--- src/rtl/wb_io_ctrl.sv ---
// Wishbone register block for debounced push-buttons (sticky rising-edge
// events, level interrupt) and LEDs with optional PWM dimming.
module wb_io_ctrl #(
  parameter int          NUM_BUTTONS = 3,
  parameter int          NUM_LEDS    = 4,
  parameter int          DEBOUNCE_W  = 16,
  parameter int          PWM_W       = 8,
  parameter logic [31:0] BASE_ADDR   = 32'h3000_0000
) (
  input  logic                   clk,
  input  logic                   reset_n,
  input  logic                   i_wb_cyc,
  input  logic                   i_wb_stb,
  input  logic                   i_wb_we,
  input  logic [31:0]            i_wb_addr,
  input  logic [31:0]            i_wb_data,
  output logic                   o_wb_ack,
  output logic [31:0]            o_wb_data,
  input  logic [NUM_BUTTONS-1:0] buttons,
  output logic [NUM_LEDS-1:0]    leds,
  output logic [NUM_LEDS-1:0]    led_enb,
  output logic                   irq
);

  localparam logic [5:0] OFF_LED_VAL   = 6'h00;
  localparam logic [5:0] OFF_LED_MODE  = 6'h01;
  localparam logic [5:0] OFF_PWM_DUTY  = 6'h02;
  localparam logic [5:0] OFF_BTN_STATE = 6'h03;
  localparam logic [5:0] OFF_BTN_EVENT = 6'h04;
  localparam logic [5:0] OFF_IRQ_EN    = 6'h05;
  localparam logic [5:0] OFF_DEBOUNCE  = 6'h06;
  localparam logic [5:0] OFF_LED_OEB   = 6'h07;

  localparam logic [DEBOUNCE_W-1:0] CNT_ONE = 1;
  localparam logic [PWM_W-1:0]      PWM_ONE = 1;

  // Reset asserts asynchronously but is released on a clock edge.
  logic [1:0] r_rst_sync;
  logic       w_rst_n;

  always_ff @(posedge clk or negedge reset_n) begin
    if (!reset_n) r_rst_sync <= 2'b00;
    else          r_rst_sync <= {r_rst_sync[0], 1'b1};
  end
  assign w_rst_n = r_rst_sync[1];

  // Handshake: a request is cyc & stb with a matching address while ack is
  // low. It is answered by exactly one ack cycle on the next edge; that edge
  // also commits a write and registers read data. The master holds the
  // request until it samples ack.
  logic                   r_ack;
  logic [31:0]            r_rdata;
  logic                   w_sel;
  logic                   w_wr;
  logic [5:0]             w_off;
  logic [31:0]            w_rd_data;
  logic                   w_unused;

  logic [NUM_LEDS-1:0]    r_led_val;
  logic [NUM_LEDS-1:0]    r_led_mode;
  logic [PWM_W-1:0]       r_pwm_duty;
  logic [NUM_BUTTONS-1:0] r_btn_event;
  logic [NUM_BUTTONS-1:0] r_irq_en;
  logic [DEBOUNCE_W-1:0]  r_debounce;
  logic [NUM_LEDS-1:0]    r_led_oeb;

  logic [NUM_BUTTONS-1:0] r_sync1;
  logic [NUM_BUTTONS-1:0] r_sync2;
  logic [NUM_BUTTONS-1:0] r_stable;
  logic [DEBOUNCE_W-1:0]  r_cnt [NUM_BUTTONS];
  logic [NUM_BUTTONS-1:0] w_cnt_hit;
  logic [NUM_BUTTONS-1:0] w_stable_nxt;
  logic [NUM_BUTTONS-1:0] w_evt_set;
  logic [NUM_BUTTONS-1:0] w_evt_clr;

  logic [PWM_W-1:0]       r_pwm_cnt;
  logic                   w_pwm;
  logic [NUM_LEDS-1:0]    r_leds;
  logic [NUM_LEDS-1:0]    r_led_enb;
  logic                   r_irq;

  assign w_sel    = i_wb_cyc & i_wb_stb & ~r_ack & (i_wb_addr[31:8] == BASE_ADDR[31:8]);
  assign w_wr     = w_sel & i_wb_we;
  assign w_off    = i_wb_addr[7:2];
  assign w_unused = ^{i_wb_addr[1:0], i_wb_data};

  always_comb begin
    w_rd_data = '0;
    case (w_off)
      OFF_LED_VAL:   w_rd_data[NUM_LEDS-1:0]    = r_led_val;
      OFF_LED_MODE:  w_rd_data[NUM_LEDS-1:0]    = r_led_mode;
      OFF_PWM_DUTY:  w_rd_data[PWM_W-1:0]       = r_pwm_duty;
      OFF_BTN_STATE: w_rd_data[NUM_BUTTONS-1:0] = r_stable;
      OFF_BTN_EVENT: w_rd_data[NUM_BUTTONS-1:0] = r_btn_event;
      OFF_IRQ_EN:    w_rd_data[NUM_BUTTONS-1:0] = r_irq_en;
      OFF_DEBOUNCE:  w_rd_data[DEBOUNCE_W-1:0]  = r_debounce;
      OFF_LED_OEB:   w_rd_data[NUM_LEDS-1:0]    = r_led_oeb;
      default:       w_rd_data = '0;
    endcase
  end

  always_ff @(posedge clk or negedge w_rst_n) begin
    if (!w_rst_n) begin
      r_ack   <= 1'b0;
      r_rdata <= '0;
    end else begin
      r_ack   <= w_sel;
      r_rdata <= (w_sel & ~i_wb_we) ? w_rd_data : '0;
    end
  end

  always_ff @(posedge clk or negedge w_rst_n) begin
    if (!w_rst_n) begin
      r_led_val  <= '0;
      r_led_mode <= '0;
      r_pwm_duty <= '0;
      r_irq_en   <= '0;
      r_debounce <= '1;
      r_led_oeb  <= '1;
    end else if (w_wr) begin
      case (w_off)
        OFF_LED_VAL:  r_led_val  <= i_wb_data[NUM_LEDS-1:0];
        OFF_LED_MODE: r_led_mode <= i_wb_data[NUM_LEDS-1:0];
        OFF_PWM_DUTY: r_pwm_duty <= i_wb_data[PWM_W-1:0];
        OFF_IRQ_EN:   r_irq_en   <= i_wb_data[NUM_BUTTONS-1:0];
        OFF_DEBOUNCE: r_debounce <= i_wb_data[DEBOUNCE_W-1:0];
        OFF_LED_OEB:  r_led_oeb  <= i_wb_data[NUM_LEDS-1:0];
        default: ;
      endcase
    end
  end

  // A button's stable level follows the synchronised level only after it has
  // differed for DEBOUNCE+1 consecutive cycles; DEBOUNCE=0 means no filtering.
  always_comb begin
    w_cnt_hit    = '0;
    w_stable_nxt = r_stable;
    for (int i = 0; i < NUM_BUTTONS; i++) begin
      w_cnt_hit[i] = (r_cnt[i] == r_debounce);
      if ((r_sync2[i] != r_stable[i]) && w_cnt_hit[i]) w_stable_nxt[i] = r_sync2[i];
    end
  end

  assign w_evt_set = w_stable_nxt & ~r_stable;
  assign w_evt_clr = (w_wr && (w_off == OFF_BTN_EVENT)) ? i_wb_data[NUM_BUTTONS-1:0] : '0;

  always_ff @(posedge clk or negedge w_rst_n) begin
    if (!w_rst_n) begin
      r_sync1     <= '0;
      r_sync2     <= '0;
      r_stable    <= '0;
      r_btn_event <= '0;
      for (int i = 0; i < NUM_BUTTONS; i++) r_cnt[i] <= '0;
    end else begin
      r_sync1     <= buttons;
      r_sync2     <= r_sync1;
      r_stable    <= w_stable_nxt;
      r_btn_event <= (r_btn_event & ~w_evt_clr) | w_evt_set;
      for (int i = 0; i < NUM_BUTTONS; i++) begin
        if ((r_sync2[i] == r_stable[i]) || w_cnt_hit[i]) r_cnt[i] <= '0;
        else                                             r_cnt[i] <= r_cnt[i] + CNT_ONE;
      end
    end
  end

  assign w_pwm = (r_pwm_cnt < r_pwm_duty);

  always_ff @(posedge clk or negedge w_rst_n) begin
    if (!w_rst_n) begin
      r_pwm_cnt <= '0;
      r_leds    <= '0;
      r_led_enb <= '1;
      r_irq     <= 1'b0;
    end else begin
      r_pwm_cnt <= r_pwm_cnt + PWM_ONE;
      r_leds    <= r_led_val & (~r_led_mode | {NUM_LEDS{w_pwm}});
      r_led_enb <= r_led_oeb;
      r_irq     <= |(r_btn_event & r_irq_en);
    end
  end

  assign o_wb_ack  = r_ack;
  assign o_wb_data = r_rdata;
  assign leds      = r_leds;
  assign led_enb   = r_led_enb;
  assign irq       = r_irq;

endmodule

--- config.mk ---
export PLATFORM = sky130hd
export DESIGN_NAME = wb_io_ctrl
export DESIGN_NICKNAME = d
export VERILOG_FILES = /design/src/rtl/wb_io_ctrl.sv
export SDC_FILE = /design/constraint.sdc
export NUM_CORES = 1
export LEC_CHECK = 0
export CORE_MARGIN = 3
export CORE_UTILIZATION = 40
export CTS_BUF_LIST = sky130_fd_sc_hd__clkbuf_4
export DETAILED_ROUTE_END_ITERATION = 12
export DONT_BUFFER_PORTS = 1
export PLACE_DENSITY_LB_ADDON = 0.12
export SYNTH_ARGS = -nofsm -noshare
export SYNTH_HDL_FRONTEND = slang
export SYNTH_SLANG_ARGS = --single-unit
--- constraint.sdc ---
create_clock -name clk -period 3.7 [get_ports clk]
set_clock_uncertainty 0.05 [all_clocks]
set_input_delay 0.925 -clock clk [delete_from_list [all_inputs] [get_ports clk]]
set_output_delay 0.925 -clock clk [all_outputs]
set_load 0.005 [all_outputs]
; After elaboration in Yosys (flattened, before gate mapping)
; Cells that the tools add are included.
; Widths: inputs -> output; s select.
[word_totals]
wordCells = 85
out_inout_bits = 42
reg_bits = 135
in_bits = 72
[op_classes]
eq_ne = 17
n_lt_le_gt_ge = 1
reduce_logical = 15
bitwise = 16
n_mux = 12
addsub = 4
[op_table]
columns = cell, n
row1 = $mux 16, 4
row2 = $add 16x1->16 const B, 3
row3 = $eq 16x16->1, 3
row4 = $eq 24x22->1 const B, 1
row5 = $eq 6x3->1 const B, 4
row6 = $pmux 3 s8, 1
row7 = $eq 6x2->1 const B, 2
row8 = $reduce_and 2->1, 6
row9 = $and 3x3->3, 3
row10 = $add 8x1->8 const B, 1
row11 = $lt 8x8->1, 1
row12 = $mux 8, 1
row13 = $pmux 4 s2, 1
row14 = $eq 6x1->1 const B, 1
row15 = $logic_not 6->1, 1
row16 = $not 3->3, 2
row17 = $and 1x1->1, 5
row18 = $pmux 1 s5, 1
row19 = $and 4x4->4, 1
row20 = $logic_and 1x1->1, 4
row21 = $not 4->4, 1
row22 = $or 4x4->4, 1
row23 = $eq 1x1->1, 3
row24 = $logic_or 1x1->1, 3
row25 = other kinds (6), 11

; Logic depth before layout (Yosys ltp)
[logic_depth]
word_depth = 9
ltp_mapped = 6
mapped_depth_nobuf = 6

; Worst setup path before layout
; No wires, ideal clock.
[synth_timing]
kind = in2reg
startpoint = in i_wb_addr[5]
endpoint = reg r_pwm_duty[0]
required_ns = 3.525
slack_ns = 1.064
setup_ns = 0.125
stages = 5
arrival_ns = 2.461
n_path_buf = 1
cell_sequence = or4b_1 buf_2 nor3_4 nor3b_4 mux2_2
[synth_between]
elab_chain_cells = 2
[synth_rtl]
columns = item, line_no
row1 = start: declaration, 15  ; input logic [31:0] i_wb_addr,
row2 = $eq 6x2->1, 121  ; case (w_off)
row3 = $reduce_and 2->1 (no line), n/a
row4 = end signal: assignment, 124  ; OFF_PWM_DUTY: r_pwm_duty <= i_wb_data[PWM_W-1:0];
row5 = end: declaration, 61  ; logic [PWM_W-1:0] r_pwm_duty;
; No other way between the ends.
; A chain may end at the register's enable or synchronous reset.

; Worst setup path after layout
[layout_timing]
startpoint = in i_wb_addr[5]
endpoint = reg r_pwm_duty[6]
; The elaborated chain is that of the path after synthesis.

==> results.ini <==
[timing]
hold_viol_final=0
fmaxAchievable_mhz=427
finalWorstSetupSlack_ns=1.36
rsz0062_at_grt=false
finalMaxSlewViolations=0
period_minus_slack_ns=2.34
relSlewSlack=0.463
setup_viol=0
period_share=0.633
setup_tns_ns=0
worst_pin_slew_ns=0.798

[final_layout]
finish.utilization=0.441
drive_above_1_share=0.206
finalInstanceArea_sq_um=7360
layout_commonest_cell=dfrtp_1
syn_to_final_growth_pct=7.22
nets=686
final_cell_mix=dfrtp_1 (110), xnor2_1 (71), nor3_1 (45)

[power]
power.leakage_nw=2.96
peakVddDrop_mv=0.339
power_mw=2.60
powerDensity_nw_per_um2=353

[global_route]
grt_pass1_wl_mm=25.9
use_met2=0.293
grt_usage=0.182
grt.overflow.total=0
met3_usage=0.0449
antenna_found_initial=1
grt_pass1_vias=4617
grt_max_degree=94
met1_usage=0.242
busiest_layer=met2

[synthesis]
synth_top_area_frac=0.405
postSynthCellCount=602
synth_warnings=0
synth-seq-cells=135
synth_ff_type=dfrtp_1
netlist_area_sq_um=6870
async_flop_share=1.00
ys_seq_area_frac=0.496
avgSynthCellArea_sq_um=11.4
yosysTopAreaCell=dfrtp_1
synth_cell_type_count=59
synth_edf_count=0
synth.area.top_cells=dfrtp_1 (40%), dfstp_2 (9.2%), xnor2_1 (9.1%), mux2_2 (7.1%), nor3_1 (3.3%)

[setup_path]
start_kind=primary input
cp.arrival_ns=2.72
critical_path_required_ns=4.08
path_class=in2reg
end_kind=flop
worstPathMaxFanout=8

[place]
hpwl_mm=11.6
place_congestion=0.823
dpl_cell_area_sq_um=7050
dp_worst_setup_slack_ns=0.786
io_buffers=0

[floorplanning]
dieWidth_um=137
dieArea_sq_um=18800
start_util=0.411
die_y_um=137
core_sq_um=16700
io_pins=114
std_cell_rows=47

[clocking]
cts_max_path_buffers=2
cts_root_buf=clkbuf_4
cts_resized=0
clk_pin_slew_ns=0.12
cts_buffers=17
clock-sinks=135
insertion_delay_ns=0.55
ctsHtreeMaxLevel=4
postCtsSetupBuffers=0
cts_tree=done
cts_hold_buffers=1

[flow_run]
cap_violations=0

[detailed_routing]
remaining_drc_errors=0
wl_per_cell_um=19.3
via_count=4546
drt-total-wl_mm=16.2
drtIter0Drc=294
ant_nets=0
viasPerCell=5.43
drt-pass1-iter-count=4

[status]
outcome=finished clean

[worst_hold_path]
worstHoldPathType=reg2async

## worst paths after layout
| check | depth (start not counted) | end | slack [ns] | from |
|---|---|---|---|---|
| min in group clk | 0 | r_sync2[0] | 0.31 | r_sync1[0] |
| worst max register to register | 5 | r_stable[2] | 1.44 | r_debounce[7] |
| worst min-delay path | 0 | o_wb_ack | 0.26 | r_rst_sync[1] |
| worst min register to register | 0 | o_wb_ack | 0.26 | r_rst_sync[1] |
| max in group asynchronous | 1 | r_debounce[3] | 2.45 | r_rst_sync[1] |
| worst max-delay path | 4 | r_pwm_duty[6] | 1.36 | i_wb_addr[5] |
## metrics by stage
step                      std cells  hold WS [ns]
after floorplan                 617         0.281
after global placement          803         0.275
after detailed placement        803         0.285
after CTS                       836         0.295
after global routing            837         0.276
final                           837         0.262
## layout make-up
class | instances | area [sq um]
multi-input combinational | 418 | 3200
antenna | 1 | 2.50
sequential | 135 | 3410
clock buffer | 22 | 165
clock inverter | 10 | 129
timing repair buffer | 12 | 105
fill | 1609 | 9340
inverter | 19 | 71.3
tap | 220 | 275
## sequential cells by signal, indices dropped and copies added, names as in the netlist
name and count:
r_debounce 16, o_wb_ack 1, r_pwm_duty 8, r_sync2 3
r_stable 3, r_pwm_cnt 8, r_led_oeb 4, leds 4
o_wb_data 16, irq 1, r_btn_event 3, r_sync1 3
r_cnt 48, r_irq_en 3, r_led_val 4, led_enb 4
r_rst_sync 2, r_led_mode 4
## worst max-delay path, cell delays in order
cell and delay [ns]:
or4b_1 0.73, nor3_4 0.23, nor3b_4 0.44, mux2_2 0.38
## power by group
| group | switching (mW) | internal (mW) | total (mW) |
|---|---|---|---|
| clock network | 0.526 | 0.499 | 1.03 |
| registers | 0.0141 | 1.48 | 1.50 |
| logic | 0.0512 | 0.0225 | 0.0737 |
## metal layers
layer,wire [um],share of wire
met4,219,0.014
met3,746,0.046
met2,7940,0.49
met5,0,0
met1,7270,0.45
## cells by family after synthesis
group	count (synthesis)	synth area share
other cells	2	0.00109
mux	51	0.0858
compound gates	45	0.0479
buf+inv	64	0.0456
simple gates	203	0.187
fa+ha+maj	11	0.0200
flops	135	0.496
xor+xnor	91	0.116
## synth_stat cells (4+ instances only)
library cell	count
inv_1	19
and3_1	9
clkbuf_1	20
dfstp_2	24
a32o_1	5
nor2_1	8
a31oi_1	5
nor4_1	6
mux2_2	43
nand3_1	28
dfrtp_1	111
nor3_1	45
a211oi_1	8
or3_1	8
xnor2_1	71
o21ai_0	11
nand4_1	25
nor4_2	5
nand2_1	18
nor4b_1	4
buf_2	7
xor2_1	20
and2_1	14
buf_4	17
ha_1	11
and4_1	7
mux2i_1	6
(Power assumes the default switching activity.)
==> variant, RTL diff (same settings) <==
The parameter `DEBOUNCE_W` goes from 16 to 32.
--- a/src/rtl/wb_io_ctrl.sv
+++ b/src/rtl/wb_io_ctrl.sv
@@ -3,7 +3,7 @@
 module wb_io_ctrl #(
   parameter int          NUM_BUTTONS = 3,
   parameter int          NUM_LEDS    = 4,
-  parameter int          DEBOUNCE_W  = 16,
+  parameter int          DEBOUNCE_W  = 32,
   parameter int          PWM_W       = 8,
   parameter logic [31:0] BASE_ADDR   = 32'h3000_0000
 ) (
Formal check against the unedited RTL: not equivalent (a bounded check fails within 4 cycles, from zero or initial values and one cycle with reset_n low).
==> variant against the original RTL <==
Power rose by 80%. Sequential cell count increased by 80. Critical path type is now flip-flop to flip-flop. Global-route usage increased by 1.2 points. Setup slack got worse by 240 ps. Final area increased by 59%. Count of clock-buffer cells in the layout rose by 76. Non-clock buffer count up 2. Fmax shrank 9.3%. Combinational power down 19%. Synthesized area increased by 52%. Wire length is 68% higher.
==> variant: results <==
export IMPL_yosysSeqAreaShare_pct=52.0
export IMPL_grt_total_usage_pct=19.4
export IMPL_antenna_found_initial=2
export IMPL_clk_pin_slew_worst_paths_ps=70
export IMPL_clock_path_buffers=3
export IMPL_synthAdderAreaFrac_pct=1.32
export IMPL_avgRoutedWirePerCell_um=19.9
export IMPL_synth_compound_area_share_pct=2.04
export IMPL_largest_reg_flops=96
export IMPL_relSlewSlack_pct=34.4
export IMPL_ir_drop_uv=212
export IMPL_clk_latency_ps=690
export IMPL_place_gp_congestion=0.808
export IMPL_grt_pass1_vias=7443
export IMPL_synth_cell_types=47
export IMPL_route_vias_total=7171
export IMPL_synth_area_per_cell_um2=11.1
export IMPL_finalNonFillerCells=1359
export IMPL_detail_route_iter0_violations=380
export IMPL_status="completed"
export IMPL_cpPeakStageDelay_ps=650
export IMPL_grt_pass1_wl_mm=42.6
export IMPL_dp_hpwl_mm=18.6
export IMPL_grt_max_degree=87
export IMPL_numCtsBuffers=57
export IMPL_muxShareOfSynthArea_pct=7.69
export IMPL_synth_area_leaders="dfrtp_1 (42%), xor2_1 (14%), dfstp_2 (10%)"
export IMPL_drive_gt1_share_pct=21.9
export IMPL_cts_htree_levels=2
-- variant: changes by cell type after synthesis, sizes merged, moves of 19 or more --
cell   change
nand3     +19
xnor2     -46
xor2     +147
nor2     +108
nor3      -40
nor4      +25
dfrtp     +64
-- variant: final cells by class --
class,count,area [µm²],area share [%]
flip-flops and latches,215,5430,46.6
diodes,1,2.50,0.0214
inverters,25,93.8,0.804
multi-input cells,669,4780,41.0
repair buffers,14,158,1.35
clock inverters,7,52.6,0.450
clock buffers,98,736,6.30
well taps,330,413,3.54
-- variant: logic make-up (layout without fill, tap and decap cells) --
family / count (synthesis) / after routing
AO/OA/AOI/OAI: 34 / 34
XOR/XNOR: 192 / 192
adder cells (fa/ha/maj): 11 / 11
buffers and inverters: 57 / 144
flip-flops: 215 / 215
multiplexers: 69 / 69
other: 1 / 2
AND/OR/NAND/NOR: 362 / 362
-- variant: worst paths after layout --
check / slack (ps) / to / cells after the start / from
max: 1120 / r_pwm_duty[4] / 5 / o_wb_ack
min: 210 / r_sync1[0] / 0 / buttons[0]
max reg2reg: 1120 / r_pwm_duty[4] / 5 / o_wb_ack
min reg2reg: 300 / r_sync2[0] / 0 / r_sync1[0]
max in group asynchronous: 2240 / r_debounce[3] / 1 / r_rst_sync[1]
min in group asynchronous: 380 / r_cnt[89] / 0 / r_rst_sync[1]
-- variant: routing by layer --
metal | routed length, µm | vias up | track usage (%) | share of wire (%)
li1 | - | 3362 | - | -
met1 | 12400 | 3556 | 26.5 | 46
met2 | 12300 | 199 | 30.2 | 45
met3 | 1730 | 54 | 5.43 | 6.4
met4 | 647 | 0 | 6.05 | 2.4
met5 | 0 | - | 0 | 0
-- variant: power by group --
group          total (mW)  switching, mW  leakage, nW  internal (mW)
registers            2.38         0.0176         2.81           2.36
clock network        2.24          0.991        0.474           1.25
logic              0.0599         0.0414         2.24         0.0185
-- variant: repair_timing --
action,CTS,global route
hold buffers,1,0
hold endpoints to repair,2,0
setup buffers,0,0
-- variant: stage by stage --
| step | cell area (µm²) | setup slack, ps |
|---|---|---|
| 2_1_floorplan | 10400 | 150 |
| 3_3_place_gp | 10900 | 594 |
| 3_5_place_dp | 10900 | 584 |
| 4_1_cts | 11700 | 1090 |
| 5_1_grt | 11700 | 934 |
| 6_report | 11700 | 1120 |
